--- src/rtl/rr_arbiter_sel2x4_if.sv ---
`default_nettype none
// ============================================================================
// Module   : rr_arbiter_sel2x4_if
// Brief    : Request vector and decoder-select bundle for rr_arbiter_sel2x4.
// Revision : 1.0
// ============================================================================
interface rr_arbiter_sel2x4_if;
    logic [3:0] req;
    logic       A;
    logic       B;
    logic       E;
    logic       busy;

    modport master (output req, input A, B, E, busy);
    modport slave  (input req, output A, B, E, busy);
endinterface
`default_nettype wire

--- src/rtl/rr_arbiter_sel2x4.sv ---
`default_nettype none
// ============================================================================
// Module   : rr_arbiter_sel2x4
// Brief    : 4-way round-robin arbiter with grant hold/timeout, driving the
//            A/B/E inputs of a 2-to-4 active-low decoder from registers.
// Revision : 1.0
// ============================================================================
module rr_arbiter_sel2x4 #(
    parameter int MAX_HOLD = 8,
    parameter int HOLD_W   = 4
) (
    input  wire logic          clk,
    input  wire logic          rst_n,
    rr_arbiter_sel2x4_if.slave bus
);

    typedef enum logic [0:0] {
        IDLE  = 1'b0,
        GRANT = 1'b1
    } state_t;

    localparam logic [HOLD_W-1:0] C_HOLD_LAST = HOLD_W'(MAX_HOLD - 1);

    state_t            r_state, w_state_nxt;
    logic [1:0]        r_ptr, w_ptr_nxt;
    logic [HOLD_W-1:0] r_hold, w_hold_nxt;
    logic              r_a, w_a_nxt;
    logic              r_b, w_b_nxt;
    logic              r_e, w_e_nxt;

    logic [1:0]        w_idx;
    logic [3:0]        w_mask;
    logic              w_own;
    logic              w_others;
    logic              w_release;
    logic [1:0]        w_win_idle;
    logic [1:0]        w_win_swap;

    // First set bit of r scanning circularly from start+1; start itself is last.
    function automatic logic [1:0] f_next_after(input logic [3:0] r, input logic [1:0] start);
        logic [1:0] idx;
        logic       found;
        f_next_after = start;
        found        = 1'b0;
        for (int k = 1; k <= 4; k++) begin
            idx = start + 2'(k);
            if (!found && r[idx]) begin
                f_next_after = idx;
                found        = 1'b1;
            end
        end
    endfunction

    assign w_idx      = {r_a, r_b};
    assign w_mask     = 4'b0001 << w_idx;
    assign w_own      = bus.req[w_idx];
    assign w_others   = |(bus.req & ~w_mask);
    assign w_release  = !w_own || ((r_hold == C_HOLD_LAST) && w_others);
    assign w_win_idle = f_next_after(bus.req, r_ptr);
    assign w_win_swap = f_next_after(bus.req & ~w_mask, w_idx);

    always_ff @(posedge clk or negedge rst_n) begin
        if (!rst_n) begin
            r_state <= IDLE;
            r_ptr   <= 2'd3;
            r_hold  <= '0;
            r_a     <= 1'b0;
            r_b     <= 1'b0;
            r_e     <= 1'b1;
        end else begin
            r_state <= w_state_nxt;
            r_ptr   <= w_ptr_nxt;
            r_hold  <= w_hold_nxt;
            r_a     <= w_a_nxt;
            r_b     <= w_b_nxt;
            r_e     <= w_e_nxt;
        end
    end

    always_comb begin
        w_state_nxt = r_state;
        w_ptr_nxt   = r_ptr;
        w_hold_nxt  = r_hold;
        w_a_nxt     = r_a;
        w_b_nxt     = r_b;
        w_e_nxt     = r_e;
        case (r_state)
            IDLE: begin
                w_e_nxt = 1'b1;
                if (|bus.req) begin
                    w_state_nxt        = GRANT;
                    {w_a_nxt, w_b_nxt} = w_win_idle;
                    w_e_nxt            = 1'b0;
                    w_hold_nxt         = '0;
                    w_ptr_nxt          = w_win_idle;
                end
            end
            GRANT: begin
                if (w_release) begin
                    if (w_others) begin
                        // Hand-off on the same edge keeps E low: no bubble.
                        {w_a_nxt, w_b_nxt} = w_win_swap;
                        w_hold_nxt         = '0;
                        w_ptr_nxt          = w_win_swap;
                    end else begin
                        w_state_nxt = IDLE;
                        w_e_nxt     = 1'b1;
                    end
                end else if (r_hold != C_HOLD_LAST) begin
                    w_hold_nxt = r_hold + 1'b1;
                end
            end
            default: begin
                w_state_nxt = IDLE;
                w_e_nxt     = 1'b1;
            end
        endcase
    end

    assign bus.A    = r_a;
    assign bus.B    = r_b;
    assign bus.E    = r_e;
    assign bus.busy = ~r_e;

endmodule
`default_nettype wire

--- src/flat_wrapper.sv ---
// flat-port wrapper written by rule: the top's interface ports become plain ports
module rr_arbiter_sel2x4_flat 
#(
    parameter int MAX_HOLD = 8,
    parameter int HOLD_W   = 4
)
  (clk, rst_n, bus_req, bus_A, bus_B, bus_E, bus_busy);
  rr_arbiter_sel2x4_if bus_i ();
  input  wire logic clk;
  input  wire logic rst_n;
  input wire logic [$bits(bus_i.req)-1:0] bus_req;
  output wire logic [$bits(bus_i.A)-1:0] bus_A;
  output wire logic [$bits(bus_i.B)-1:0] bus_B;
  output wire logic [$bits(bus_i.E)-1:0] bus_E;
  output wire logic [$bits(bus_i.busy)-1:0] bus_busy;
  assign bus_i.req = bus_req;
  assign bus_A = bus_i.A;
  assign bus_B = bus_i.B;
  assign bus_E = bus_i.E;
  assign bus_busy = bus_i.busy;
  rr_arbiter_sel2x4 #(.MAX_HOLD(MAX_HOLD), .HOLD_W(HOLD_W)) u_core (.clk(clk), .rst_n(rst_n), .bus(bus_i));
endmodule
--- config.mk ---
export PLATFORM = sky130hd
export DESIGN_NAME = rr_arbiter_sel2x4_flat
export DESIGN_NICKNAME = d
export VERILOG_FILES = /design/src/rtl/rr_arbiter_sel2x4_if.sv /design/src/rtl/rr_arbiter_sel2x4.sv /design/src/flat_wrapper.sv
export SDC_FILE = /design/constraint.sdc
export NUM_CORES = 1
export LEC_CHECK = 0
export CORE_ASPECT_RATIO = 0.7
export CORE_UTILIZATION = 35
export CTS_BUF_LIST = sky130_fd_sc_hd__clkbuf_16
export CTS_CLUSTER_DIAMETER = 200
export DETAILED_ROUTE_END_ITERATION = 7
export GPL_ROUTABILITY_DRIVEN = 0
export PLACE_DENSITY = 0.64
export SETUP_SLACK_MARGIN = 0.2
export SLEW_MARGIN = 20
export SYNTH_ARGS = -nofsm -noshare
export SYNTH_HDL_FRONTEND = slang
export SYNTH_SLANG_ARGS = --single-unit
--- constraint.sdc ---
create_clock -name clk -period 4.7 [get_ports clk]
set_input_delay 0.705 -clock clk [delete_from_list [all_inputs] [get_ports clk]]
set_output_delay 0.705 -clock clk [all_outputs]
set_load 0.05 [all_outputs]
**After elaboration in Yosys (flattened, before gate mapping)**

Cells that the tools add are included.

- Add/sub/neg operators: 7
- Magnitude comparators: 8
- Equal/unequal tests: 8
- Shifts and indexed selects: 1
- Multiplexer cells: 57
- Bitwise operators: 4
- Reduce and logical (&&, ||, !) cells: 20

Operator list:

| kind | number |
|---|---|
| $mux 1 | 27 |
| $lt 2x3->1 const B | 8 |
| $mux 2 | 11 |
| $bmux 1 s2 | 9 |
| $mux 4 | 4 |
| $add 2x2->2 const B | 4 |
| $pmux 1 s2 | 4 |
| $pmux 4 s2 | 1 |
| $reduce_or 4->1 | 2 |
| $logic_and 1x1->1 | 7 |
| $logic_not 1->1 | 7 |
| $ne 2x2->1 const B | 3 |
| $ne 3x3->1 const B | 2 |
| $reduce_and 3->1 | 2 |
| $add 2x1->2 const B | 2 |
| $add 4x1->4 const B | 1 |
| $and 4x4->4 | 1 |
| $eq 4x3->1 const B | 1 |
| $ne 4x3->1 const B | 1 |
| $not 4->4 | 1 |
| $pmux 2 s2 | 1 |
| $shl 1x2->4 const A | 1 |
| $ne 2x1->1 const B | 1 |
| $not 1->1 | 2 |
| 2 further kinds | 2 |

- Register bits after elaboration: 10
- Output and inout port bits: 4
- Word-level logic and storage cells: 111

**Logic depth before layout (Yosys ltp)**

- Depth in word-level cells: 18
- Mapped depth: 8
- Depth with buffers taken out: 7

**Worst setup path before layout**

No wires, ideal clock.

- Kind: reg2reg
- From: register u_core.r_b (netlist: u_core.bus.B)
- To: register u_core.r_b (netlist: u_core.bus.B)
- Library setup time: 0.127 ns
- Arrival: 2.320 ns
- Required time: 4.573 ns
- Slack: 2.254 ns
- Cell stages (with the launch flop): 9
- Path buffers: 1
- Cells stage by stage: dfrtp_1 > buf_6 > inv_4 > ha_1 > nand2b_1 > mux4_2 > o21ai_4 > nor4_1 > a221o_2

- Cells in the longest elaborated chain, start to end: 18

RTL lines:

| element | line | text |
|---|---|---|
| start: declaration | rr_arbiter_sel2x4.sv:28 | `logic r_b, w_b_nxt;` |
| start signal: assignment | rr_arbiter_sel2x4.sv:75 | `r_b <= w_b_nxt;` |
| branches (longest 18 deep; another with $add 2x1->2) | n/a |  |

Parallel ways; which one is timed is not known. The select of a mux whose other input is x is not followed.
A chain may end at the register's enable or synchronous reset.

**Worst setup path in the final report**

- From: register u_core.r_b (netlist: u_core.bus.B)
- To: output port bus_B

RTL lines:

| element | line | text |
|---|---|---|
| end: declaration | flat_wrapper.sv:13 | `output wire logic [$bits(bus_i.B)-1:0] bus_B;` |

No word-level cell between the ends.

==> flow_summary.yaml <==
status:
  status: "finished clean"
timing:
  max_slew_margin: 0.598
  final_min_period_over_clock_period: 0.549
  fmax_mhz: 388
  timing.final.ws_setup_ps: 2120
  hold_viol: 0
  tightest_slew_ps: 603
  tns_ps: 0
  rsz0062_at_grt: "false"
  drv_slew: 0
  setup_viol: 0
  final.setup_skew_ps: 1.21
  period_needed_ps: 2580
placed_design:
  dpl.cell_count: 132
  port_buffers: 9
  placed_cell_area_um2: 1010
  place_ws_ps: 1910
  dp_hpwl_um: 1520
routing:
  wl_um: 1920
  antenna_left: 0
  dr_total_vias: 777
  drc: 0
  wl_per_cell_um: 14.1
  viasPerCell: 5.71
  first_pass_iters: 4
  drt_iter0_markers: 59
yosys:
  synthesis.nets: 105
  ys_types: 45
  syn_avg_cell_area_um2: 9.53
  ys.flop_type: "dfrtp_1"
  ys_ff_latch: 10
  netlist_area_um2: 896
  async_reset_ff_frac: 1.00
  synthCells: 94
  synth_edf_count: 0
  yosysSeqAreaShare: 0.284
  yosysWarnings: 0
pwr:
  p_leak_uw: 0.000464
  switching_share: 0.440
  p_sw_uw: 371
  pwr-share-comb: 0.579
  p_per_area_nw_per_um2: 778
  power.share.sequential: 0.242
  pwr-share-clk: 0.179
  ir_drop_v: 0.000270
  power.internal_uw: 472
global_routing:
  use_met1: 0.243
  grt_pass1_vias: 691
  grt_pass1_wl_um: 3440
  antenna_found_initial: 0
  overflow: 0
  grt-busiest-layer: "met1"
  grtUsageMet3: 0.0464
  grt_usage: 0.168
  grt_max_degree: 15
  grt_use_met2: 0.226
critical_path:
  worstReg2RegStart: "u_core.bus.B$_DFFE_PN0P_"
  path_cells: "clkdlybuf4s50_1"
  start_kind: "flop"
  cp_top_family: "buffers and inverters"
  slowest_stage: "clkdlybuf4s50_1"
  cp.required_ps: 3990
  path_class: "flop to output pin"
  crit_buf_inv: 1
  cpPeakStageDelay_ps: 920
  end_kind: "output pin"
  worstPathArrival_ps: 1870
  crit_fanout: 14
  critPathLaunch: "u_core.bus.B$_DFFE_PN0P_"
clocking:
  ctsResizeCount: 0
  cts_root_buffer: "clkbuf_16"
  cts_tree: "done"
  clk_latency_ps: 240
  cts.htree.levels: 1
  post_cts_buffers: 0
  cts_sinks: 10
  clockBufferDepth: 2
  numCtsBuffers: 3
  clkTransAtPathRegs_ps: 40
  holdBufCountCts: 0
die:
  core-area_um2: 2280
  dieHeight_um: 44.3
  pin_count: 10
  die_w_um: 62.5
  start_util: 0.393
  die-area_um2: 2770
  row_count: 14
final_layout:
  diodes: 0
  synthToLayoutAreaGrowth_pct: 21.1
  drive_gt1_frac: 0.163
  final_util: 0.476
  design_area_um2: 1080
  final_cell_count_no_fill: 136
  nets: 116
  fillers: 222
min_path:
  min-delay-start: "u_core.bus.E$_DFFE_PN1P_"
  hold_path.class: "flop to flop"
run:
  drv_cap: 0
==> Yosys cell counts, drive strengths merged, types with 2 or more instances <==
master,number,share of area
a211oi,2,0.017
nand3b,3,0.025
nor2,7,0.029
xnor2,3,0.029
mux4,3,0.075
a21oi,3,0.017
o22ai,3,0.021
nor3,2,0.011
buf,2,0.018
dfstp,3,0.088
nand2,4,0.017
nand2b,5,0.035
dfrtp,7,0.20
and3,2,0.014
nor4,2,0.014
a31oi,3,0.028
o21ai,3,0.029
mux2i,4,0.045
inv,7,0.032
ha,5,0.070
==> power by group through the flow <==
stage	clock network [uW]	logic, uW	registers, uW
2_1_floorplan	0	378	212
3_3_place_gp	0	482	205
3_5_place_dp	0	487	206
4_1_cts	155	490	205
5_1_grt	161	539	217
6_report	151	488	204
==> cells by family after synthesis <==
logic type | share of synthesized area
AND/OR/NAND/NOR | 0.191
AO/OA/AOI/OAI | 0.251
buffers and inverters | 0.0545
flip-flops | 0.284
multiplexers | 0.120
adder cells (fa/ha/maj) | 0.0698
XOR/XNOR | 0.0293
==> routing by layer <==
metal  share of wire  up-vias
li1                -      380
met1            0.51      374
met2            0.41       19
met3           0.060        4
met4           0.020        0
met5               0        -
==> flip-flops by register name, indices dropped and copies added (netlist names) <==
| register | count |
|---|---|
| u_core.bus.E | 1 |
| u_core.r_hold | 4 |
| u_core.bus.A | 1 |
| u_core.r_state | 1 |
| u_core.r_ptr | 2 |
| u_core.bus.B | 1 |
==> final cells by class <==
class	instances	area, um^2	share of cell area
clock inverter	1	3.75	0.00346
clock buffer	3	75.1	0.0692
tap	32	40.0	0.0369
multi-input combinational	74	593	0.547
inverter	7	28.8	0.0265
sequential	10	254	0.234
timing repair buffer	9	90.1	0.0830
==> stage by stage <==
| step | total power (uW) | hold WS [ps] |
|---|---|---|
| 4_1_cts | 849 | 523 |
| 5_1_grt | 916 | 569 |
| 3_5_place_dp | 692 | 511 |
| 3_3_place_gp | 687 | 499 |
| 2_1_floorplan | 589 | 409 |
| 6_report | 844 | 521 |
==> final timing paths <==
path                                                      to  slack, ps  cells after the start
worst min register to register      u_core.bus.E$_DFFE_PN1P_        520                      2
worst max register to register      u_core.bus.B$_DFFE_PN0P_       2290                      7
worst min-delay path                u_core.bus.E$_DFFE_PN1P_        520                      2
worst max-delay path                                   bus_B       2120                      1
min in group asynchronous       u_core.r_hold[1]$_DFFE_PN0P_        790                      1
max in group asynchronous        u_core.r_ptr[0]$_DFFE_PN1P_       3570                      1
==> cell usage in the layout, fill, tap and decap left out, types with 4 or more instances in the layout <==
master           count
clkdlybuf4s50_1      9
dfrtp_1              7
ha_1                 5
inv_1                7
mux2i_1              4
nand2_1              4
nand2b_1             5
nor2_1               7
(Power assumes the default switching activity.)
